$ cat config.mk
export PLATFORM = sky130hd
export DESIGN_NAME = collision_scanner
export DESIGN_NICKNAME = d
export VERILOG_FILES = /design/src/rtl/collision_pkg.sv /design/src/rtl/box_compare.sv /design/src/rtl/collision_scanner.sv
export SDC_FILE = /design/constraint.sdc
export NUM_CORES = 1
export LEC_CHECK = 0
export BUFFER_PORTS_ARGS = -buffer_cell sky130_fd_sc_hd__buf_2
export CORE_AREA = 3 3 374 376
export CTS_CLUSTER_DIAMETER = 60
export DETAILED_ROUTE_END_ITERATION = 10
export DIE_AREA = 0 0 377 379
export GPL_ROUTABILITY_DRIVEN = 0
export PLACE_DENSITY = 0.41
export SYNTH_ARGS = -nofsm -noshare
export SYNTH_HDL_FRONTEND = slang
export SYNTH_HIERARCHICAL = 1
export SYNTH_SLANG_ARGS = --single-unit
$ cat constraint.sdc
create_clock -name i_clk -period 6.3 [get_ports i_clk]
set_input_delay 0.315 -clock i_clk [delete_from_list [all_inputs] [get_ports i_clk]]
set_output_delay 0.315 -clock i_clk [all_outputs]
set_load 0.01 [all_outputs]
$ cat src/rtl/collision_pkg.sv
// Shared types and the single-pair contact rule for the collision scanner.
// An object entry is packed {left, top, right, bottom}; a contact word is
// {up, down, left, right} as seen from the sprite.
package collision_pkg;

  localparam int OBJ_COORD_W = 11;
  localparam int EXT_W       = OBJ_COORD_W + 1;

  typedef struct packed {
    logic [OBJ_COORD_W-1:0] left;
    logic [OBJ_COORD_W-1:0] top;
    logic [OBJ_COORD_W-1:0] right;
    logic [OBJ_COORD_W-1:0] bottom;
  } obj_t;

  typedef struct packed {
    logic up;
    logic down;
    logic left;
    logic right;
  } dir_t;

  // Scanner states, kept as plain constants so older tools can read them.
  typedef logic [1:0] state_t;
  localparam state_t ST_IDLE    = 2'd0;
  localparam state_t ST_SCAN    = 2'd1;
  localparam state_t ST_PUBLISH = 2'd2;

  // Evaluates one sprite box against one object box. Everything is widened
  // by one bit so sprite right/bottom edges and object edge + margin never
  // wrap. Degenerate objects (zero or negative extent) report no contact.
  function automatic dir_t box_contact(input obj_t                   obj,
                                       input logic [OBJ_COORD_W-1:0] sx,
                                       input logic [OBJ_COORD_W-1:0] sy,
                                       input int unsigned            w,
                                       input int unsigned            h,
                                       input int unsigned            margin);
    logic [EXT_W-1:0] l, t, r, b;
    logic [EXT_W-1:0] x0, y0, x1, y1;
    logic [EXT_W-1:0] m, bm, rm;
    logic             hov, vov;
    dir_t             d;
    l  = {1'b0, obj.left};
    t  = {1'b0, obj.top};
    r  = {1'b0, obj.right};
    b  = {1'b0, obj.bottom};
    x0 = {1'b0, sx};
    y0 = {1'b0, sy};
    x1 = x0 + EXT_W'(w);
    y1 = y0 + EXT_W'(h);
    m  = EXT_W'(margin);
    bm = (b >= m) ? (b - m) : '0;
    rm = (r >= m) ? (r - m) : '0;
    hov = (x0 < r) && (x1 > l);
    vov = (y0 < b) && (y1 > t);
    d = '0;
    if ((r > l) && (b > t)) begin
      d.down  = hov && (t  <= y1) && (y1 <= t + m);
      d.up    = hov && (bm <= y0) && (y0 <= b);
      d.right = vov && (l  <= x1) && (x1 <= l + m);
      d.left  = vov && (rm <= x0) && (x0 <= r);
    end
    return d;
  endfunction

endpackage

$ cat src/rtl/box_compare.sv
// Combinational evaluator for a single (object, sprite) pair. Disabled
// table entries are masked here so the scanner only sees real contacts.
module box_compare
  import collision_pkg::*;
#(
  parameter int unsigned CHAR_WIDTH  = 22,
  parameter int unsigned CHAR_HEIGHT = 36,
  parameter int unsigned MARGIN      = 1
) (
  input  obj_t                   i_obj,
  input  logic [OBJ_COORD_W-1:0] i_sx,
  input  logic [OBJ_COORD_W-1:0] i_sy,
  input  logic                   i_enable,
  output dir_t                   o_dir
);

  // Contact flags for this pair, forced to zero for disabled entries.
  always_comb begin
    o_dir = '0;
    if (i_enable) begin
      o_dir = box_contact(i_obj, i_sx, i_sy, CHAR_WIDTH, CHAR_HEIGHT, MARGIN);
    end
  end

endmodule

$ cat src/rtl/collision_scanner.sv
// Sequential AABB collision engine: walks every (object, sprite) pair, one
// per clock, ORs the contact flags per sprite and remembers the first
// object that touched each sprite. Results are published together with a
// one-cycle done pulse. COORD_W must match collision_pkg::OBJ_COORD_W.
module collision_scanner
  import collision_pkg::*;
#(
  parameter int unsigned OBJECT_NUM  = 18,
  parameter int unsigned NUM_SPRITES = 2,
  parameter int unsigned COORD_W     = OBJ_COORD_W,
  parameter int unsigned CHAR_WIDTH  = 22,
  parameter int unsigned CHAR_HEIGHT = 36,
  parameter int unsigned MARGIN      = 1,
  localparam int IDX_W = (OBJECT_NUM  > 1) ? $clog2(OBJECT_NUM)  : 1,
  localparam int SPR_W = (NUM_SPRITES > 1) ? $clog2(NUM_SPRITES) : 1,
  localparam int OBJ_W = 4 * COORD_W
) (
  input  logic                           i_clk,
  input  logic                           i_rst_n,
  input  logic                           i_start,
  input  logic                           i_redo,
  input  logic [NUM_SPRITES*COORD_W-1:0] i_sprite_x,
  input  logic [NUM_SPRITES*COORD_W-1:0] i_sprite_y,
  input  logic [OBJECT_NUM*OBJ_W-1:0]    i_objects,
  input  logic [OBJECT_NUM-1:0]          i_obj_enable,
  output logic                           o_busy,
  output logic                           o_done,
  output logic [NUM_SPRITES*4-1:0]       o_contact,
  output logic [NUM_SPRITES-1:0]         o_hit_valid,
  output logic [NUM_SPRITES*IDX_W-1:0]   o_hit_index,
  output logic [NUM_SPRITES*OBJ_W-1:0]   o_hit_object
);

  state_t                         r_state;
  logic [IDX_W-1:0]               r_obj_idx;
  logic [SPR_W-1:0]               r_spr_idx;
  logic [NUM_SPRITES*COORD_W-1:0] r_snap_x;
  logic [NUM_SPRITES*COORD_W-1:0] r_snap_y;

  logic [NUM_SPRITES*4-1:0]       r_acc_contact;
  logic [NUM_SPRITES-1:0]         r_acc_valid;
  logic [NUM_SPRITES*IDX_W-1:0]   r_acc_index;
  logic [NUM_SPRITES*OBJ_W-1:0]   r_acc_object;

  logic                           r_done;
  logic [NUM_SPRITES*4-1:0]       r_contact;
  logic [NUM_SPRITES-1:0]         r_hit_valid;
  logic [NUM_SPRITES*IDX_W-1:0]   r_hit_index;
  logic [NUM_SPRITES*OBJ_W-1:0]   r_hit_object;

  obj_t                           w_obj;
  logic [COORD_W-1:0]             w_sx;
  logic [COORD_W-1:0]             w_sy;
  logic                           w_en;
  dir_t                           w_dir;
  logic                           w_scanning;
  logic                           w_begin;
  logic                           w_last_spr;
  logic                           w_last_pair;
  logic                           w_publish;

  logic [NUM_SPRITES*4-1:0]       w_acc_contact_nxt;
  logic [NUM_SPRITES-1:0]         w_acc_valid_nxt;
  logic [NUM_SPRITES*IDX_W-1:0]   w_acc_index_nxt;
  logic [NUM_SPRITES*OBJ_W-1:0]   w_acc_object_nxt;

  // Current pair operands: the live table entry and the snapshotted sprite.
  assign w_obj = i_objects[r_obj_idx*OBJ_W +: OBJ_W];
  assign w_en  = i_obj_enable[r_obj_idx];
  assign w_sx  = r_snap_x[r_spr_idx*COORD_W +: COORD_W];
  assign w_sy  = r_snap_y[r_spr_idx*COORD_W +: COORD_W];

  box_compare #(
    .CHAR_WIDTH  (CHAR_WIDTH),
    .CHAR_HEIGHT (CHAR_HEIGHT),
    .MARGIN      (MARGIN)
  ) u_box_compare (
    .i_obj    (w_obj),
    .i_sx     (w_sx),
    .i_sy     (w_sy),
    .i_enable (w_en),
    .o_dir    (w_dir)
  );

  // A redo always restarts; start only counts when no scan is running, and
  // redo takes precedence when both arrive together.
  assign w_scanning  = (r_state == ST_SCAN);
  assign w_begin     = w_scanning ? i_redo : (i_start || i_redo);
  assign w_last_spr  = (r_spr_idx == SPR_W'(NUM_SPRITES - 1));
  assign w_last_pair = w_last_spr && (r_obj_idx == IDX_W'(OBJECT_NUM - 1));
  assign w_publish   = w_scanning && !i_redo && w_last_pair;

  // Accumulator values after folding in the pair evaluated this cycle; the
  // first object to touch a sprite is kept, later hits only add flags.
  always_comb begin
    w_acc_contact_nxt = r_acc_contact;
    w_acc_valid_nxt   = r_acc_valid;
    w_acc_index_nxt   = r_acc_index;
    w_acc_object_nxt  = r_acc_object;
    w_acc_contact_nxt[r_spr_idx*4 +: 4] = r_acc_contact[r_spr_idx*4 +: 4] | w_dir;
    if ((|w_dir) && !r_acc_valid[r_spr_idx]) begin
      w_acc_valid_nxt[r_spr_idx]                  = 1'b1;
      w_acc_index_nxt[r_spr_idx*IDX_W +: IDX_W]   = r_obj_idx;
      w_acc_object_nxt[r_spr_idx*OBJ_W +: OBJ_W]  = w_obj;
    end
  end

  // FSM, pair counters and sprite snapshot; sprites advance fastest.
  always_ff @(posedge i_clk or negedge i_rst_n) begin
    if (!i_rst_n) begin
      r_state   <= ST_IDLE;
      r_obj_idx <= '0;
      r_spr_idx <= '0;
      r_snap_x  <= '0;
      r_snap_y  <= '0;
    end else if (w_begin) begin
      r_state   <= ST_SCAN;
      r_obj_idx <= '0;
      r_spr_idx <= '0;
      r_snap_x  <= i_sprite_x;
      r_snap_y  <= i_sprite_y;
    end else if (w_scanning) begin
      if (w_last_pair) begin
        r_state   <= ST_PUBLISH;
        r_obj_idx <= '0;
        r_spr_idx <= '0;
      end else if (w_last_spr) begin
        r_spr_idx <= '0;
        r_obj_idx <= r_obj_idx + IDX_W'(1);
      end else begin
        r_spr_idx <= r_spr_idx + SPR_W'(1);
      end
    end else begin
      r_state <= ST_IDLE;
    end
  end

  // Working accumulators, cleared whenever a scan (re)starts.
  always_ff @(posedge i_clk or negedge i_rst_n) begin
    if (!i_rst_n) begin
      r_acc_contact <= '0;
      r_acc_valid   <= '0;
      r_acc_index   <= '0;
      r_acc_object  <= '0;
    end else if (w_begin) begin
      r_acc_contact <= '0;
      r_acc_valid   <= '0;
      r_acc_index   <= '0;
      r_acc_object  <= '0;
    end else if (w_scanning) begin
      r_acc_contact <= w_acc_contact_nxt;
      r_acc_valid   <= w_acc_valid_nxt;
      r_acc_index   <= w_acc_index_nxt;
      r_acc_object  <= w_acc_object_nxt;
    end
  end

  // Published results, including the final pair, land with the done pulse
  // and then hold until the next completed scan.
  always_ff @(posedge i_clk or negedge i_rst_n) begin
    if (!i_rst_n) begin
      r_done       <= 1'b0;
      r_contact    <= '0;
      r_hit_valid  <= '0;
      r_hit_index  <= '0;
      r_hit_object <= '0;
    end else begin
      r_done <= w_publish;
      if (w_publish) begin
        r_contact    <= w_acc_contact_nxt;
        r_hit_valid  <= w_acc_valid_nxt;
        r_hit_index  <= w_acc_index_nxt;
        r_hit_object <= w_acc_object_nxt;
      end
    end
  end

  assign o_busy       = w_scanning;
  assign o_done       = r_done;
  assign o_contact    = r_contact;
  assign o_hit_valid  = r_hit_valid;
  assign o_hit_index  = r_hit_index;
  assign o_hit_object = r_hit_object;

endmodule

==> run metrics, run 1 <==
vias in the first global route=24.2k; Die Span Y=379 um; critical-path maximum fanout=12; synthesized area=roughly 22000 sq um; drt total wl=~150000 um; most used flip-flop cell after synthesis=dfrtp_1; Ys Warns=6; initial antenna violation count=43; Max clock buf depth=3; Total Routing Usage GR=19.6%; Power Dens Cells=202 nW/um^2; Clk Latency, worst-skew pair=between 0.6 and 0.7 ns; r2r setup slk=0.14 ns; Final Hold Vio Count=0; WP data arrival=6.62 ns; leading post-synthesis cells by cell area=dfrtp_1, mux2i_1, mux4_2; Vias/cell=approximately 4.6; Slew @ Worst Pin=1.09 ns; clock sinks=269; sequential area share after synthesis=30.3%; maxcap violations=0; Async SR Flop Fraction=100%; IO Pins=968; dpl cells=5131; Worst Setup End Kind=flop; Critical Setup Path Class=reg -> reg; Final Non-Filler Cells=between 5k and 6k; Hold Path Class=in -> reg; Tcrit/Tclk final=between 90% and 100%; first-pass detailed-route iteration total=5; Synth area leader=dfrtp_1; Max Clock Skew=0.0370 ns; Port Buf Inserts=967; die width=377 um; syn_nets=3363; Starting Density=16.2%; GR Overflow Total=0; Core ar.=137000 sq um; post-DP HPWL=about 120000 um; post-DR wirelength/cell=27.9 um; CTS HTree Levels=2; die area=around 140000 sq um; CTS tree=built; number of flops mapped to enable cells by yosys=0; area share of the largest cell type after synthesis=30.3%; Area Overhead vs Synth=46.6%; startpoint types=flop; slew margin rel.=26.7%; final net count=4423; commonest non-fill, non-tap cell in the layout=buf_2; Req. time, crit path=6.77 ns; Root Buffer=clkbuf_16; vias=24.2k; CTS clk-pin slew, worst paths=0.06 ns; Mapped Cells=2383; largest net degree at the start of global routing=150; Num CTS Buffers=between 40 and 50; Mean Syn Cell Area=9.31 sq um; Initial DRC Count=about 1.9k; global-route wire length before repair=196000 um; leakage=roughly 0.015 uW; Total Power=approximately 6600 uW; status=completed; VDD IR-drop max=0.199 mV; Synth Register Bits=269; Unique masters post-synth=70; pins over their slew limit=0; fin crit period=slightly above 6 ns; most frequent cells in the layout=buf_2, mux2i_1, dfrtp_1; setup violators final=0; fmax=between 150 and 200 MHz; Antenna Violating Nets Remaining=0; Rows=136; DRC=0; share of cells above drive strength 1=42.7%
[kinds of logic (layout without fill, tap and decap cells)]
logic type / Yosys count / in the layout / synth area share (%)
buffers and inverters: 266 / 1361 / 5.49
other: 0 / 21 / 0
adder cells (fa/ha/maj): 122 / 122 / 6.88
flip-flops: 269 / 269 / 30.3
multiplexers: 481 / 481 / 27.5
AND/OR/NAND/NOR: 639 / 640 / 12.5
XOR/XNOR: 44 / 44 / 1.74
AO/OA/AOI/OAI: 562 / 562 / 15.6
[power by group]
group          total [uW]  internal, uW  switching (uW)
clock                2640          1580            1050
combinational        2090           892            1200
sequential           1830          1790            39.2
[timing repair]
action / CTS / global route
buffers inserted: 4 / 4
endpoints found under the hold margin: 143 / 0
hold buffers: 46 / 0
resized for setup: 4 / 36
endpoints found under the setup margin: 180 / 199
pin swaps: 1 / 4
cloned: 0 / 3
[synthesized netlist by cell type, drive strengths merged, types with 3 or more instances]
| cell type | number |
|---|---|
| a41oi | 3 |
| ha | 122 |
| mux4 | 92 |
| a21oi | 206 |
| nor4 | 18 |
| o31ai | 4 |
| clkbuf | 51 |
| xnor2 | 43 |
| inv | 95 |
| o21ai | 108 |
| nor2 | 252 |
| a31oi | 47 |
| o21bai | 5 |
| a22oi | 45 |
| buf | 120 |
| a21o | 10 |
| nand2b | 7 |
| or3 | 4 |
| or2 | 6 |
| a221oi | 3 |
| and3 | 8 |
| nand3 | 36 |
| a31o | 3 |
| nand2 | 256 |
| a22o | 10 |
| a2111oi | 3 |
| nor3 | 20 |
| nand4 | 16 |
| mux2i | 278 |
| nand3b | 3 |
| o211ai | 90 |
| nor2b | 4 |
| mux2 | 111 |
| dfrtp | 269 |
| a211oi | 9 |
[layout make-up]
cell class                      count  area, sq um
Clock buffer                       61         1280
Sequential cell                   269         6750
Tap cell                         1794         2240
Timing Repair Buffer             1181         7080
Fill cell                       15100       105000
Inverter                           95          357
Multi-Input combinational cell   1849        14500
Antenna cell                       21         52.6
Clock inverter                     24          294
[sequential cells by signal, summed over array words and instances, names as in the netlist]
| name | flops |
|---|---|
| o_contact | 8 |
| r_acc_object | 88 |
| r_snap_x | 22 |
| r_snap_y | 22 |
| o_hit_object | 88 |
| r_acc_contact | 8 |
| r_spr_idx | 1 |
| o_hit_valid | 2 |
| r_state | 2 |
| r_obj_idx | 5 |
| r_acc_index | 10 |
| o_hit_index | 10 |
| r_acc_valid | 2 |
| o_done | 1 |
[critical path, stage by stage (launching register included)]
cell and delay (ns):
dfrtp_4 0.41, buf_12 0.17, buf_4 0.23, mux2i_1 0.59
a22oi_1 0.23, a31oi_1 0.49, nand2_1 0.40, nand3_2 0.22
nor2_1 0.07, nand2_1 0.09, xnor2_1 0.14, ha_1 0.27
and3_1 0.23, a221o_1 0.38, a221o_1 0.36, a41oi_1 0.30
o221a_2 0.33, nor4_4 0.11, nor2_4 0.18, buf_12 0.20
buf_12 0.17, mux2i_1 0.27, a21oi_1 0.10
[path summary, 6_finish.rpt]
path,startpoint,depth (start not counted),endpoint
min in group asynchronous,i_rst_n,2,r_snap_x[0]
max in group asynchronous,i_rst_n,3,r_obj_idx[0]
max reg2reg,r_obj_idx[0],22,o_hit_object[59]
max,r_obj_idx[0],22,o_hit_object[59]
min reg2reg,r_snap_x[17],1,r_snap_x[17]
min,i_start,4,r_acc_contact[0]
[per-stage QoR]
step / TNS (ns) / cell area (sq um) / hold slack [ns] / setup WS [ns] / util (%)
after floorplan: 0 / 22200 / 0.0194 / 0.647 / -
after global placement: -1.17 / 30100 / 0.450 / -0.0650 / 22.0
after CTS: 0 / 32200 / 0.0386 / 0.0153 / 23.5
after global routing: -0.0257 / 32500 / 0.0777 / -0.00975 / 23.7
final: 0 / 32500 / 0.0844 / 0.144 / 23.7
after detailed placement: -13.52 / 30100 / 0.447 / -0.166 / 22.0
[per-layer routing]
layer | track usage, % | up-vias | part of all wire (%)
met2 | 34.2 | 1070 | 49
met5 | 0 | - | 0.051
met4 | 4.89 | 12 | 2.8
met3 | 3.20 | 173 | 6.0
met1 | 25.0 | 12000 | 42
li1 | - | 10900 | -
(Power assumes the default switching activity.)
==> run 2, diff against run 1 <==
- CORE_AREA: 3 3 374 376 -> 8 8 373 375
- DIE_AREA: 0 0 377 379 -> 0 0 381 383
- SYNTH_HIERARCHICAL: 1 -> unset
==> run 2 against run 1 <==
  * Sequential cell count unchanged
  * Sequential power is 5% higher
  * Area after synthesis fell by 3.3%
  * Via count decreased by 7.8%
  * Fmax rose by 2.4%
  * First-iteration DRC count decreased by 0.43%
  * Die area is 2.1% higher
  * Combinational power is 110% higher
  * Critical endpoint is now r_acc_object[1]
  * Largest cell class unchanged
  * Largest power group is now combinational cells
==> run metrics, run 2 <==
status=completed; Post-DP Area=approximately 29000 sq um; Pint=around 5100 uW; die area=146000 sq um; Slew @ Worst Pin=0.969 ns; Critical path origin=r_obj_idx[0]; adder-cell share of the synthesized area=7.12%; Final Hold Vio Count=0; number of flops mapped to enable cells by yosys=0; Detail Route met3 WL=12100 um; clock sinks=269; Starting Density=between 10% and 20%; pins over their slew limit=0; largest family of logic cells by synthesized area=multiplexers; DRC=0; Synth area leader=dfrtp_1; CTS HTree Levels=2; hold path start=i_sprite_x[3]; Final Non-Filler Cells=between 4k and 5k; critical-path maximum fanout=49; Ys Warns=0; Req. time, crit path=6.77 ns; worst r2r src=r_obj_idx[0]; simple-gate share of the synthesized area=11.5%; Critical Path, Cell by Cell=buf_12, buf_4, mux4_2, mux4_2, a21oi_2, inv_1, and3_1, nand3_1, nor2_1, xor2_1, ha_1, a21o_1, a21oi_1, o2111ai_1, a211oi_2, nor2_2, o41a_2, buf_12, a22o_1; Synth Register Bits=269; syn_nets=2949; Async SR Flop Fraction=100%; first-pass detailed-route iteration total=5; Placement Setup Slack=-0.00509 ns; Power Dens Cells=279 nW/um^2; final net count=4014; Clock Power Share=25.9%; largest net degree at the start of global routing=119; share of cells above drive strength 1=between 40% and 50%; WP data arrival=6.48 ns; post-DR wirelength/cell=about 32 um; Clk Latency, worst-skew pair=0.59 ns; crit path buf inv count=4; slew margin rel.=between 30% and 40%; Crit path largest cell delay=0.60 ns; Top delay family on crit path=compound AO/OA/AOI/OAI gates; Top Layer Used=met5; most used flip-flop cell after synthesis=dfrtp_1; Rows=134; sequential area share after synthesis=a little under a third; design area=31000 sq um; Mean Syn Cell Area=10.9 sq um; Gate power share=51.9%; global-route wire length before repair=a little over 200000 um; commonest non-fill, non-tap cell in the layout=buf_2; synthesized area=21400 sq um; Mapped Cells=1969; most numerous cell in the Yosys netlist=dfrtp_1; Tcrit/Tclk final=95.4%; vias in the first global route=22.9k; final-layout fill cell count=around 15k; startpoint types=flop; Initial DRC Count=1854; Max clock buf depth=3; Area Overhead vs Synth=44.6%; DR WL met2=74800 um; Antenna Violating Nets Remaining=0; Die Span Y=383 um; Hold Path Class=in -> reg; setup slack after layout=0.292 ns; initial antenna violation count=141; GR Overflow Total=0; Metal-1 WL=63700 um; IO Pins=968; Net Sw Frac=41.3%; vias=22.3k; CTS tree=built; setup violators final=0; leading post-synthesis cells by cell area=dfrtp_1, mux4_2, mux2i_1; Num CTS Buffers=40; Core ar.=133000 sq um; Switch Pwr=3570 uW; post-DP HPWL=135000 um; fmax=between 150 and 200 MHz; Port Buf Inserts=~970; Vias/cell=about 4.6; VDD IR-drop max=0.155 mV; slowest CP cell=mux4_2; dpl cells=4713; leakage=0.0146 uW; Seq pwr share=22.2%; most frequent cells in the layout=buf_2, dfrtp_1, nand2_1; Unique masters post-synth=83; Worst Setup End Kind=flop; Total Routing Usage GR=between 20% and 30%; Root Buffer=clkbuf_16; post-synthesis mux area share=29.1%; die width=381 um; area share of the largest cell type after synthesis=31.4%; top cells by instance count after synthesis=dfrtp_1, nand2_1, mux4_2; Max Clock Skew=0.0485 ns; XOR/XNOR share of the synthesized area=1.76%; fin crit period=between 6 and 7 ns; drt total wl=between 150000 and 200000 um; maxcap violations=0; CTS clk-pin slew, worst paths=about 0.060 ns; post-synthesis compound-gate area fraction=13.2%; Critical Setup Path Class=reg -> reg
[run 2: metal layers]
| layer | up-vias | global-route usage (%) |
|---|---|---|
| met5 | - | 0 |
| met1 | 11200 | 25.7 |
| met4 | 36 | 4.60 |
| met2 | 1129 | 34.2 |
| li1 | 9668 | - |
| met3 | 294 | 4.84 |
[run 2: worst paths after layout]
| check | cells after the start | slack (ns) | endpoint |
|---|---|---|---|
| setup / recovery | 19 | 0.29 | r_acc_object[1] |
| hold / removal | 3 | 0.006 | r_snap_x[3] |
| setup reg to reg | 19 | 0.29 | r_acc_object[1] |
| hold reg to reg | 2 | 0.47 | r_snap_x[8] |
| max in group asynchronous | 3 | 4.46 | o_hit_object[23] |
| min in group asynchronous | 2 | 0.39 | o_hit_index[6] |
[run 2: cells by family (layout without fill, tap and decap cells)]
| group | count (synthesis) | in the layout |
|---|---|---|
| simple gates | 521 | 521 |
| flops | 269 | 269 |
| other cells | 0 | 66 |
| mux | 401 | 401 |
| xor+xnor | 43 | 43 |
| fa+ha+maj | 122 | 122 |
| compound gates | 391 | 391 |
| buf+inv | 222 | 1313 |
[run 2: worst register-to-register path: stages, from the launching register on]
cell	delay, ns
dfrtp_4	0.45
buf_12	0.15
buf_4	0.34
mux4_2	0.61
mux4_2	0.58
a21oi_2	0.51
inv_1	0.28
and3_1	0.28
nand3_1	0.16
nor2_1	0.08
xor2_1	0.19
ha_1	0.28
a21o_1	0.16
a21oi_1	0.19
o2111ai_1	0.19
a211oi_2	0.43
nor2_2	0.09
o41a_2	0.41
buf_12	0.19
a22o_1	0.33
[run 2: power groups by stage]
stage / Clock [uW] / Sequential [uW] / Combinational (uW)
final: 2240 / 1920 / 4480
after global placement: 0 / 1950 / 4410
after floorplan: 0 / 1930 / 2530
after global routing: 2390 / 1930 / 4860
after CTS: 2320 / 1920 / 4470
after detailed placement: 0 / 1960 / 4420
[run 2: repair_timing]
| action | 4_1_cts | 5_1_grt |
|---|---|---|
| hold buffers | 40 | 0 |
| gates resized for setup | 0 | 21 |
| endpoints found under the setup margin | 83 | 145 |
| pin swaps | 0 | 3 |
| hold endpoints to repair | 120 | 0 |
| buffers inserted | 2 | 4 |
| cloned | 0 | 1 |
[run 2: stage by stage]
step	total power, uW	hold WS (ns)	setup TNS (ns)	util (%)
floorplan	4450	0.0194	0	-
global placement	6360	0.410	0	21.8
detailed placement	6380	0.405	-0.00509	21.8
CTS	8710	0.000376	0	23.1
global route	9180	0.0197	-0.0298	23.3
finish	8640	0.00632	0	23.4
[run 2: final cells by class]
type | count | area (sq um) | share of cell area [%]
Inverter | 83 | 312 | 1.00
Multi-Input combinational cell | 1478 | 13600 | 43.8
Clock inverter | 20 | 255 | 0.823
Sequential cell | 269 | 6750 | 21.7
Antenna cell | 66 | 165 | 0.532
Timing Repair Buffer | 1162 | 6690 | 21.6
Tap cell | 1768 | 2210 | 7.13
Clock buffer | 48 | 1060 | 3.42
==> run 3, diff against run 2 <==
- CORE_AREA: 8 8 373 375 -> 8 8 366 368
- DIE_AREA: 0 0 381 383 -> 0 0 374 376
- PLACE_DENSITY: 0.41 -> 0.42
==> run 3 against run 2 <==
  * Clock skew down 0.022 ns
  * Sequential share of layout area down 0.079 points
  * Global-route usage up 0.72 points
  * Fmax down 0.87%
  * Sequential cell count unchanged
  * Final cell count down 1.6%
  * Critical path depth unchanged
  * Clock power up 2%
  * First-iteration DRC count down 2.2%
  * Largest cell class unchanged
  * Die area down 3.6%
==> run metrics, run 3 (same netlist as run 2, synthesis figures left out) <==
vias in the first global route=roughly 23k; setup slack after layout=around 0.24 ns; most frequent cells in the layout=buf_2, dfrtp_1, nand2_1; Antenna Violating Nets Remaining=0; pins over their slew limit=0; critical-path maximum fanout=36; share of cells above drive strength 1=48.7%; final-layout fill cell count=13.9k; CTS tree=built; Crit path largest cell delay=0.59 ns; fin crit period=6.06 ns; die area=141000 sq um; Layout Utilization=24.3%; drt total wl=around 150000 um; met1 Use GR=26.6%; Critical Path, Cell by Cell=buf_12, buf_12, buf_4, mux4_2, mux4_2, a21oi_1, buf_4, ha_1, and3_1, nor2b_1, or3_1, o32ai_1, a21boi_1, o32ai_2, buf_4, o211a_4, and2_4, buf_12, a22o_1; CTS clk-pin slew, worst paths=0.05 ns; Starting Density=16.7%; startpoint types=flop; die width=374 um; Critical Setup Path Class=reg -> reg; largest net degree at the start of global routing=~130; post-DP HPWL=135000 um; VDD IR-drop max=0.151 mV; post-DR wirelength/cell=around 32 um; Area Overhead vs Synth=45.2%; final net count=between 4k and 5k; slew margin rel.=29.4%; global routing's busiest layer=met2; Placement Setup Slack=-0.0414 ns; first-pass detailed-route iteration total=5; Hold Path Class=in -> reg; vias=22.4k; Worst Setup End Kind=flop; Vias/cell=4.65; GR Overflow Total=0; GRT met3 Usage=~5.6%; CTS HTree Levels=2; Core ar.=128000 sq um; maxcap violations=0; global-route wire length before repair=202000 um; Max Clock Skew=0.0270 ns; dpl cells=4645; Power Dens Cells=about 280 nW/um^2; Total Power=around 9000 uW; IO Pins=968; Final Hold Vio Count=0; met2 usage=35.8%; Clk Latency, worst-skew pair=between 0.5 and 0.6 ns; slowest CP cell=mux4_2; DRC=0; initial antenna violation count=155; Max clock buf depth=3; setup violators final=0; Tcrit/Tclk final=between 90% and 100%; Rows=between 100 and 150; Req. time, crit path=roughly 6.8 ns; Final Non-Filler Cells=4814; commonest non-fill, non-tap cell in the layout=buf_2; clock sinks=~270; hold slack=0.155 ns; Initial DRC Count=1814; worst r2r path cells=19; Num CTS Buffers=40; Total Routing Usage GR=20.8%; Slew @ Worst Pin=around 1.1 ns; Die Span Y=376 um; Port Buf Inserts=around 970; Root Buffer=clkbuf_16; WP data arrival=approximately 6.5 ns; fmax=around 160 MHz; leakage=0.0148 uW; status=completed; hold path depth=3
-- run 3: changes by cell type in the layout (fill, tap and decap cells not counted), moves of 3 or more --
cell	before	now
clkbuf_8	3	7
dlygate4sd3_1	40	45
diode_2	66	45
buf_6	4	7
o32ai_2	3	6
buf_4	132	153
o32ai_4	4	1
inv_8	2	5
-- run 3: worst max-delay path: cells and delay by family (launching register included) --
| family | cells | cell delay, ns |
|---|---|---|
| multiplexers | 2 | 1.06 |
| flip-flops | 1 | 0.43 |
| buffers and inverters | 6 | 1.40 |
| AND/OR/NAND/NOR | 4 | 0.91 |
| AO/OA/AOI/OAI | 6 | 1.77 |
| adder cells (fa/ha/maj) | 1 | 0.27 |
-- run 3: cell type report --
| cell class | count | area [sq um] | share of cell area, % |
|---|---|---|---|
| Clock buffer | 53 | 1120 | 3.60 |
| Antenna cell | 45 | 113 | 0.362 |
| Timing Repair Buffer | 1192 | 6950 | 22.3 |
| Multi-Input combinational cell | 1478 | 13600 | 43.6 |
| Sequential cell | 269 | 6750 | 21.7 |
| Clock inverter | 19 | 231 | 0.743 |
| Tap cell | 1675 | 2100 | 6.73 |
| Inverter | 83 | 312 | 1.00 |
-- run 3: timing repair --
action | CTS | global route
resized for setup | 1 | 17
endpoints found under the hold margin | 121 | 0
hold buffers | 45 | 0
endpoints found under the setup margin | 48 | 143
cloned | 0 | 0
setup buffers | 3 | 4
pin swaps | 0 | 3
-- run 3: path summary, 6_finish.rpt --
| path | from | end | slack, ns |
|---|---|---|---|
| max in group asynchronous | i_rst_n | r_spr_idx | 4.58 |
| max | r_obj_idx[0] | r_acc_object[54] | 0.24 |
| min in group asynchronous | i_rst_n | o_done | 0.36 |
| min reg2reg | r_snap_y[10] | r_snap_y[10] | 0.47 |
| min | i_start | r_state[0] | 0.16 |
| max reg2reg | r_obj_idx[0] | r_acc_object[54] | 0.24 |
-- run 3: metal layers --
| metal | share of wire, % | vias up |
|---|---|---|
| li1 | - | 9731 |
| met1 | 41 | 11100 |
| met2 | 49 | 1174 |
| met3 | 8.0 | 287 |
| met4 | 2.0 | 46 |
| met5 | 0.17 | - |
-- run 3: report_power, final --
group	switching, uW	internal, uW	leakage (uW)	total (uW)
clock	921	1360	0.000664	2280
combinational	2580	2000	0.0105	4590
sequential	85.9	1840	0.00364	1920
-- run 3: stage by stage --
step,TNS (ns),instance area (sq um)
floorplan,0,21400
global placement,0,29100
detailed placement,-1.29,29100
CTS,0,30900
global route,-0.146,31000
finish,0,31100
